--- src/rtl/serial_to_parallel.sv ---
// Collects an enable-qualified serial bit stream into WIDTH-bit words and
// presents each finished word on a registered output with a one-cycle strobe.
module serial_to_parallel #(
  parameter int WIDTH     = 4,
  parameter bit MSB_FIRST = 1'b1
) (
  input  logic             clk,
  input  logic             rst_n,
  input  logic             si,
  input  logic             dat_en,
  output logic [WIDTH-1:0] po,
  output logic             dat_valid
);

  localparam int CW = (WIDTH > 1) ? $clog2(WIDTH) : 1;
  localparam logic [CW-1:0] CNT_LAST = CW'(WIDTH - 1);

  logic [WIDTH-1:0] sr_q, sr_d, sr_shift;
  logic [CW-1:0]    cnt_q, cnt_d;
  logic [WIDTH-1:0] po_q, po_d;
  logic             valid_q, valid_d;

  // sr_shift is the word as it would stand after this edge's si is taken in
  generate
    if (WIDTH == 1) begin : g_w1
      assign sr_shift = si;
    end else if (MSB_FIRST) begin : g_msb
      assign sr_shift = {sr_q[WIDTH-2:0], si};
    end else begin : g_lsb
      assign sr_shift = {si, sr_q[WIDTH-1:1]};
    end
  endgenerate

  always_comb begin
    sr_d    = sr_q;
    cnt_d   = cnt_q;
    po_d    = po_q;
    valid_d = 1'b0;
    if (dat_en) begin
      sr_d = sr_shift;
      if (cnt_q == CNT_LAST) begin
        po_d    = sr_shift;
        valid_d = 1'b1;
        cnt_d   = '0;
      end else begin
        cnt_d = cnt_q + CW'(1);
      end
    end else begin
      // Dropping the enable discards the partial word and re-frames.
      cnt_d = '0;
    end
  end

  always_ff @(posedge clk) begin
    if (!rst_n) begin
      sr_q    <= '0;
      cnt_q   <= '0;
      po_q    <= '0;
      valid_q <= 1'b0;
    end else begin
      sr_q    <= sr_d;
      cnt_q   <= cnt_d;
      po_q    <= po_d;
      valid_q <= valid_d;
    end
  end

  assign po        = po_q;
  assign dat_valid = valid_q;

endmodule

--- config.mk ---
export PLATFORM = sky130hd
export DESIGN_NAME = serial_to_parallel
export DESIGN_NICKNAME = d
export VERILOG_FILES = /design/src/rtl/serial_to_parallel.sv
export SDC_FILE = /design/constraint.sdc
export NUM_CORES = 1
export LEC_CHECK = 0
export CAP_MARGIN = 10
export CORE_AREA = 2 2 39 41
export CTS_CLUSTER_SIZE = 14
export DETAILED_ROUTE_END_ITERATION = 8
export DIE_AREA = 0 0 41 43
export GPL_TIMING_DRIVEN = 1
export MAX_ROUTING_LAYER = met4
export PLACE_DENSITY = 0.6
export SETUP_SLACK_MARGIN = 0.1
export SLEW_MARGIN = 20
export SYNTH_ARGS = -nofsm -noshare
export SYNTH_HDL_FRONTEND = slang
export SYNTH_SLANG_ARGS = --single-unit
--- constraint.sdc ---
create_clock -name clk -period 2.79 [get_ports clk]
set_input_delay 0.558 -clock clk [delete_from_list [all_inputs] [get_ports clk]]
set_output_delay 0.558 -clock clk [all_outputs]
set_load 0.005 [all_outputs]
==> summary.md, run 1 <==
| Metric | Value |
|---|---|
| Root Buffer | clkbuf_4 |
| RD Place Congestion | 0.6870 |
| Syn_nets | 40 |
| Min Tclk post-route | 1653 ps |
| Hpwl dp | 457.3 um |
| Largest net degree at the start of global routing | 15 |
| Postcts setup bufs | 0 |
| Crit path from | po[2] |
| Endpoints failing setup | 0 |
| Final ANT Viol Nets | 0 |
| # hold bufs at CTS | 0 |
| CP max stage delay | 500 ps |
| Via/cell ratio | 4.567 |
| Warnings from Yosys | 0 |
| Final nets | 51 |
| Post-synthesis sequential area ratio | 50.96% |
| Core area | 1384 um^2 |
| Ratio of cells with drive above 1 in the final layout | 25.00% |
| Delay-heaviest family, CP | buffers and inverters |
| Placed insts | 57 |
| Internal | 0.2039 mW |
| Setup WS post-layout | 1137 ps |
| DR iter-0 viols | 6 |
| Clock-pin slew on the worst setup and hold paths | 60 ps |
| Worst R2R Start | cnt_q[0] |
| Die Area | 1763 um^2 |
| Routed WL | 660 um |
| HP Start | po[3] |
| Post-CTS Resized | 0 |
| Top Metal Used | met3 |
| Non-filler cells, final | 60 |
| # IOs | 9 |
| P_sw | 0.05312 mW |
| Status | finished clean |
| Pre-CTS WS | 1068 ps |
| Ant. Diodes | 0 |
| Tcrit/Tclk final | 59.24% |
| CTS sink count | 10 |
| Synth cell types | 13 |
| Crit. End Element | primary output |
| Worst IR Drop VDD | 0.0002125 V |
| Crit path cell chain | clkdlybuf4s50_1 |
| Met3 wire length | 34 um |
| Clk_lat worst skew | 260 ps |
| Seq pwr share | 57.5% |
| Worst hold path type | flip-flop to flip-flop |
| Starting Density | 28.39% |
| Vias in the first global route | 255 |
| Final Slew Violations | 0 |
| Die Y | 43 um |
| Post-Syn Area | 392.9 um^2 |
| Drt pass-1 iters | 4 |
| Total track usage | 9.185% |
| DIE WIDTH | 41 um |
| Wire length on met1 | 326 um |
| Htree depth | 1 |
| Routed wl met2 | 299 um |
| Clock share of power | 36.5% |
| PwrDens | 514.7 nW/um^2 |
| Grt ovf | 0 |
| Wire per inst | 11.00 um |
| Area growth from synthesis to layout | 27.07% |
| Via total after detailed routing | 274 |
| Setup_tns | 0 ps |
| Lkg Pwr | 0.1929 nW |
| Worst Path Class, Setup | flip-flop to primary output |
| DRC Markers | 0 |
| F_max | 0.6051 GHz |
| Antenna violations before repair | 0 |
| Unrepaired setup endpoints after global routing | false |
| Post-Synthesis Cells | 35 |
| Hold Violations, Final | 0 |
| Slew at the pin closest to its max-slew limit | 413.0 ps |
| Logic pwr share | 6.1% |
| Syn avg cell area | 11.23 um^2 |
| Sw Ratio | 20.67% |
| CP max FO | 2 |
| Synth Register Bits | 10 |
| Critical Path Source Type | flip-flop |
| First-pass GRT wire length | 1007 um |
| CP Buf/Inv Count | 1 |
| # rows | 14 |
| TritonCTS clock tree | yes |
| CTS Buffer Depth | 2 |
| Worst hold margin | 463.0 ps |
| Total CTS buffers | 3 |
| WP data required | 2230 ps |
| Port Buf Inserts | 8 |
| Final Skew | 0.2031 ps |
| Slew HR | 72.38% |
| Maxcap violations | 0 |
| Critical Path AT | 1090 ps |
| Worst path slowest cell | clkdlybuf4s50_1 |
through the flow:
| step | total power, mW | cell area [um^2] | util [%] |
|---|---|---|---|
| 3_5_place_dp | 0.1665 | 476.7 | 34.45 |
| 5_1_grt | 0.2692 | 499.2 | 36.08 |
| 4_1_cts | 0.2618 | 499.2 | 36.08 |
| 2_1_floorplan | 0.1608 | 392.9 | - |
| 3_3_place_gp | 0.1665 | 476.7 | 34.45 |
| 6_report | 0.2570 | 499.2 | 36.08 |
layer usage:
metal	track usage, %	up-vias
met1	10.71	124
met3	4.712	0
met5	-	-
li1	-	143
met4	6.000	0
met2	11.88	7
path summary, 6_finish.rpt:
kind	endpoint	slack [ps]	cells after the start
hold reg to reg	po[3]	460	2
setup reg to reg	po[2]	1780	3
hold / removal	po[3]	460	2
setup / recovery	po[2]	1140	1
cells in the final DEF (no fill, tap or decap):
| cell | instances |
|---|---|
| nor2b_1 | 3 |
| nand2_1 | 4 |
| and2_4 | 1 |
| clkdlybuf4s50_1 | 8 |
| clkbuf_4 | 3 |
| and4b_2 | 1 |
| ha_1 | 1 |
| nand4_1 | 4 |
| and3_2 | 1 |
| o21ai_2 | 4 |
| mux2i_1 | 3 |
| and4bb_2 | 1 |
| dfxtp_1 | 10 |
logic make-up after synthesis:
family	Yosys count	share of synthesized area, %
and+or+nand+nor	15	25.16
AOI/OAI and AO/OA	4	8.916
DFF	10	50.95
muxes	3	7.644
buffers and inverters	2	4.139
adders and majority gates	1	3.184
synth_stat cells:
cell / instances / area share (%)
nand4_1: 4 / 6.4
and3_2: 1 / 1.9
and4b_2: 1 / 2.9
nand2_1: 4 / 3.8
and4bb_2: 1 / 3.2
dfxtp_1: 10 / 51
o21ai_2: 4 / 8.9
buf_2: 1 / 1.3
mux2i_1: 3 / 7.6
ha_1: 1 / 3.2
buf_6: 1 / 2.9
nor2b_1: 3 / 4.8
and2_4: 1 / 2.2
final cells by class:
| cell class | count | area [um^2] |
|---|---|---|
| Sequential cell | 10 | 200.2 |
| Clock buffer | 3 | 22.52 |
| Multi-Input combinational cell | 23 | 176.4 |
| Fill cell | 135 | 884.6 |
| Timing Repair Buffer | 8 | 80.08 |
| Tap cell | 16 | 20.02 |
flip-flops by register name (all words and copies together), names as in the netlist:
name,cells
po,4
sr_q,3
dat_valid,1
cnt_q,2
power by group through the flow:
stage	clock (mW)	sequential (mW)	combinational, mW
6_report	0.0937	0.148	0.0156
2_1_floorplan	0	0.150	0.0105
4_1_cts	0.0982	0.148	0.0158
3_3_place_gp	0	0.151	0.0155
3_5_place_dp	0	0.151	0.0155
5_1_grt	0.104	0.148	0.0171
Note: power is estimated with default switching activity, not from simulation.
==> inputs of run 2 (changes only) <==
PLACE_DENSITY = 0.62   (was 0.6)
clock period = 1.5 ns   (was 2.79 ns; I/O delays follow)
==> run 2 against run 1 <==
- largest power group unchanged
- sequential cell count did not move
- clock-buffer cell count rose by 1
- setup slack got worse by 1000 ps
- combinational power rose by 110%
- power rose by 110%
==> summary.md, run 2 (synthesis gave the netlist of run 1 again) <==
| Metric | Value |
|---|---|
| Max FFs per register | 4 |
| Clock-pin slew on the worst setup and hold paths | 60 ps |
| Placed Area | 491.7 um^2 |
| Port Buf Inserts | 8 |
| CP Buf/Inv Count | 1 |
| Routed WL | 686 um |
| Delay-heaviest family, CP | buffers and inverters |
| Commonest non-fill, non-tap cell in the layout | dfxtp_1 |
| Postcts setup bufs | 0 |
| Crit path cell chain | clkdlybuf4s50_1 |
| Root Buffer | clkbuf_4 |
| Critical Path AT | 1070 ps |
| Crit. End Element | primary output |
| CP max stage delay | 490 ps |
| Via/cell ratio | 4.492 |
| CP max FO | 2 |
| CTS sink count | 10 |
| Setup WS post-layout | 129.3 ps |
| Worst hold path type | flip-flop to flip-flop |
| Unrepaired setup endpoints after global routing | true |
| DRC Markers | 0 |
| Routed wl met2 | 293 um |
| Hold Violations, Final | 0 |
| Final nets | 53 |
| Core area | 1384 um^2 |
| Pre-CTS WS | 143.9 ps |
| Ant. Diodes | 0 |
| WP data required | 1200 ps |
| RD Place Congestion | 0.6869 |
| Clk_lat worst skew | 260 ps |
| Total track usage | 9.485% |
| Worst Path Class, Setup | flip-flop to primary output |
| Wire length on met1 | 351 um |
| # rows | 14 |
| Final ANT Viol Nets | 0 |
| Met3 wire length | 34 um |
| Htree depth | 1 |
| Area growth from synthesis to layout | 36.31% |
| Tcrit/Tclk final | 91.38% |
| Setup_tns | 0 ps |
| Die Y | 43 um |
| Grt ovf | 0 |
| Total CTS buffers | 3 |
| Slew at the pin closest to its max-slew limit | 417.9 ps |
| Worst IR Drop VDD | 0.0003809 V |
| Ratio of cells with drive above 1 in the final layout | 31.91% |
| Drt pass-1 iters | 2 |
| Maxcap violations | 0 |
| Antenna violations before repair | 0 |
| Largest net degree at the start of global routing | 15 |
| PwrDens | 1013 nW/um^2 |
| First-pass GRT wire length | 1083 um |
| Min Tclk post-route | 1371 ps |
| Starting Density | 28.39% |
| Final Slew Violations | 0 |
| CTS Buffer Depth | 2 |
| TritonCTS clock tree | yes |
| Worst path slowest cell | clkdlybuf4s50_1 |
| Critical Path Source Type | flip-flop |
| Commonest cells after routing, fill and taps aside | dfxtp_1 (9), nand2_1 (4), nand4_1 (4), o21ai_2 (4), clkdlybuf4s50_1 (4) |
| Top Metal Used | met4 |
| Wire per inst | 10.89 um |
| Die Area | 1763 um^2 |
| Status | finished clean |
| Final Cell Area | 535.5 um^2 |
| Via total after detailed routing | 283 |
| DR iter-0 viols | 7 |
| F_max | 0.7295 GHz |
| Vias in the first global route | 277 |
| DIE WIDTH | 41 um |
| Endpoints failing setup | 0 |
| Slew HR | 72.05% |
| Final Skew | 0.4623 ps |
| # IOs | 9 |
| Lkg Pwr | 0.2713 nW |
run 2: power breakdown:
part	total (mW)	switching (mW)	internal, mW
logic	0.0329	0.0142	0.0187
registers	0.275	0.00332	0.271
clock network	0.235	0.0876	0.147
run 2: path summary, 6_finish.rpt:
path         depth (start not counted)      from     to  slack [ps]
max reg2reg                          3  cnt_q[0]  po[3]         460
min                                  2     po[1]  po[1]         460
min reg2reg                          2     po[1]  po[1]         460
max                                  1     po[3]  po[3]         130
run 2: layout make-up:
type	instances	area (um^2)
Tap cell	16	20.02
Timing Repair Buffer	10	101.3
Clock buffer	4	36.28
Multi-Input combinational cell	23	176.4
Sequential cell	10	201.4
Fill cell	139	848.3
run 2: what timing repair did:
| action | in CTS | in global routing |
|---|---|---|
| resized for setup | 1 | 4 |
| hold buffers | 0 | 0 |
| endpoints found under the setup margin | 1 | 4 |
run 2: metal layers:
layer | track usage (%) | up-vias
met4 | 8.000 | 0
met1 | 12.30 | 123
met3 | 3.141 | 2
met2 | 11.25 | 8
met5 | - | -
li1 | - | 150
run 2: metrics by stage:
stage	utilization (%)	hold WS [ps]	total power, mW	cells
after floorplan	-	450.1	0.2991	35
after global placement	35.53	450.2	0.3131	59
after detailed placement	35.53	454.8	0.3134	59
after CTS	38.07	464.5	0.5510	63
after global routing	38.70	465.8	0.5713	63
final	38.70	461.7	0.5422	63
run 2: tightest hold or removal path: stages (launching register included):
cell and delay [ps]:
dfxtp_1 310, nand2_1 60, o21ai_2 50
==> inputs of run 3 (changes only) <==
SLEW_MARGIN = default   (was 20)
==> results of run 3 <==
No change in the layout: final DEF, timing and power equal those of run 2.
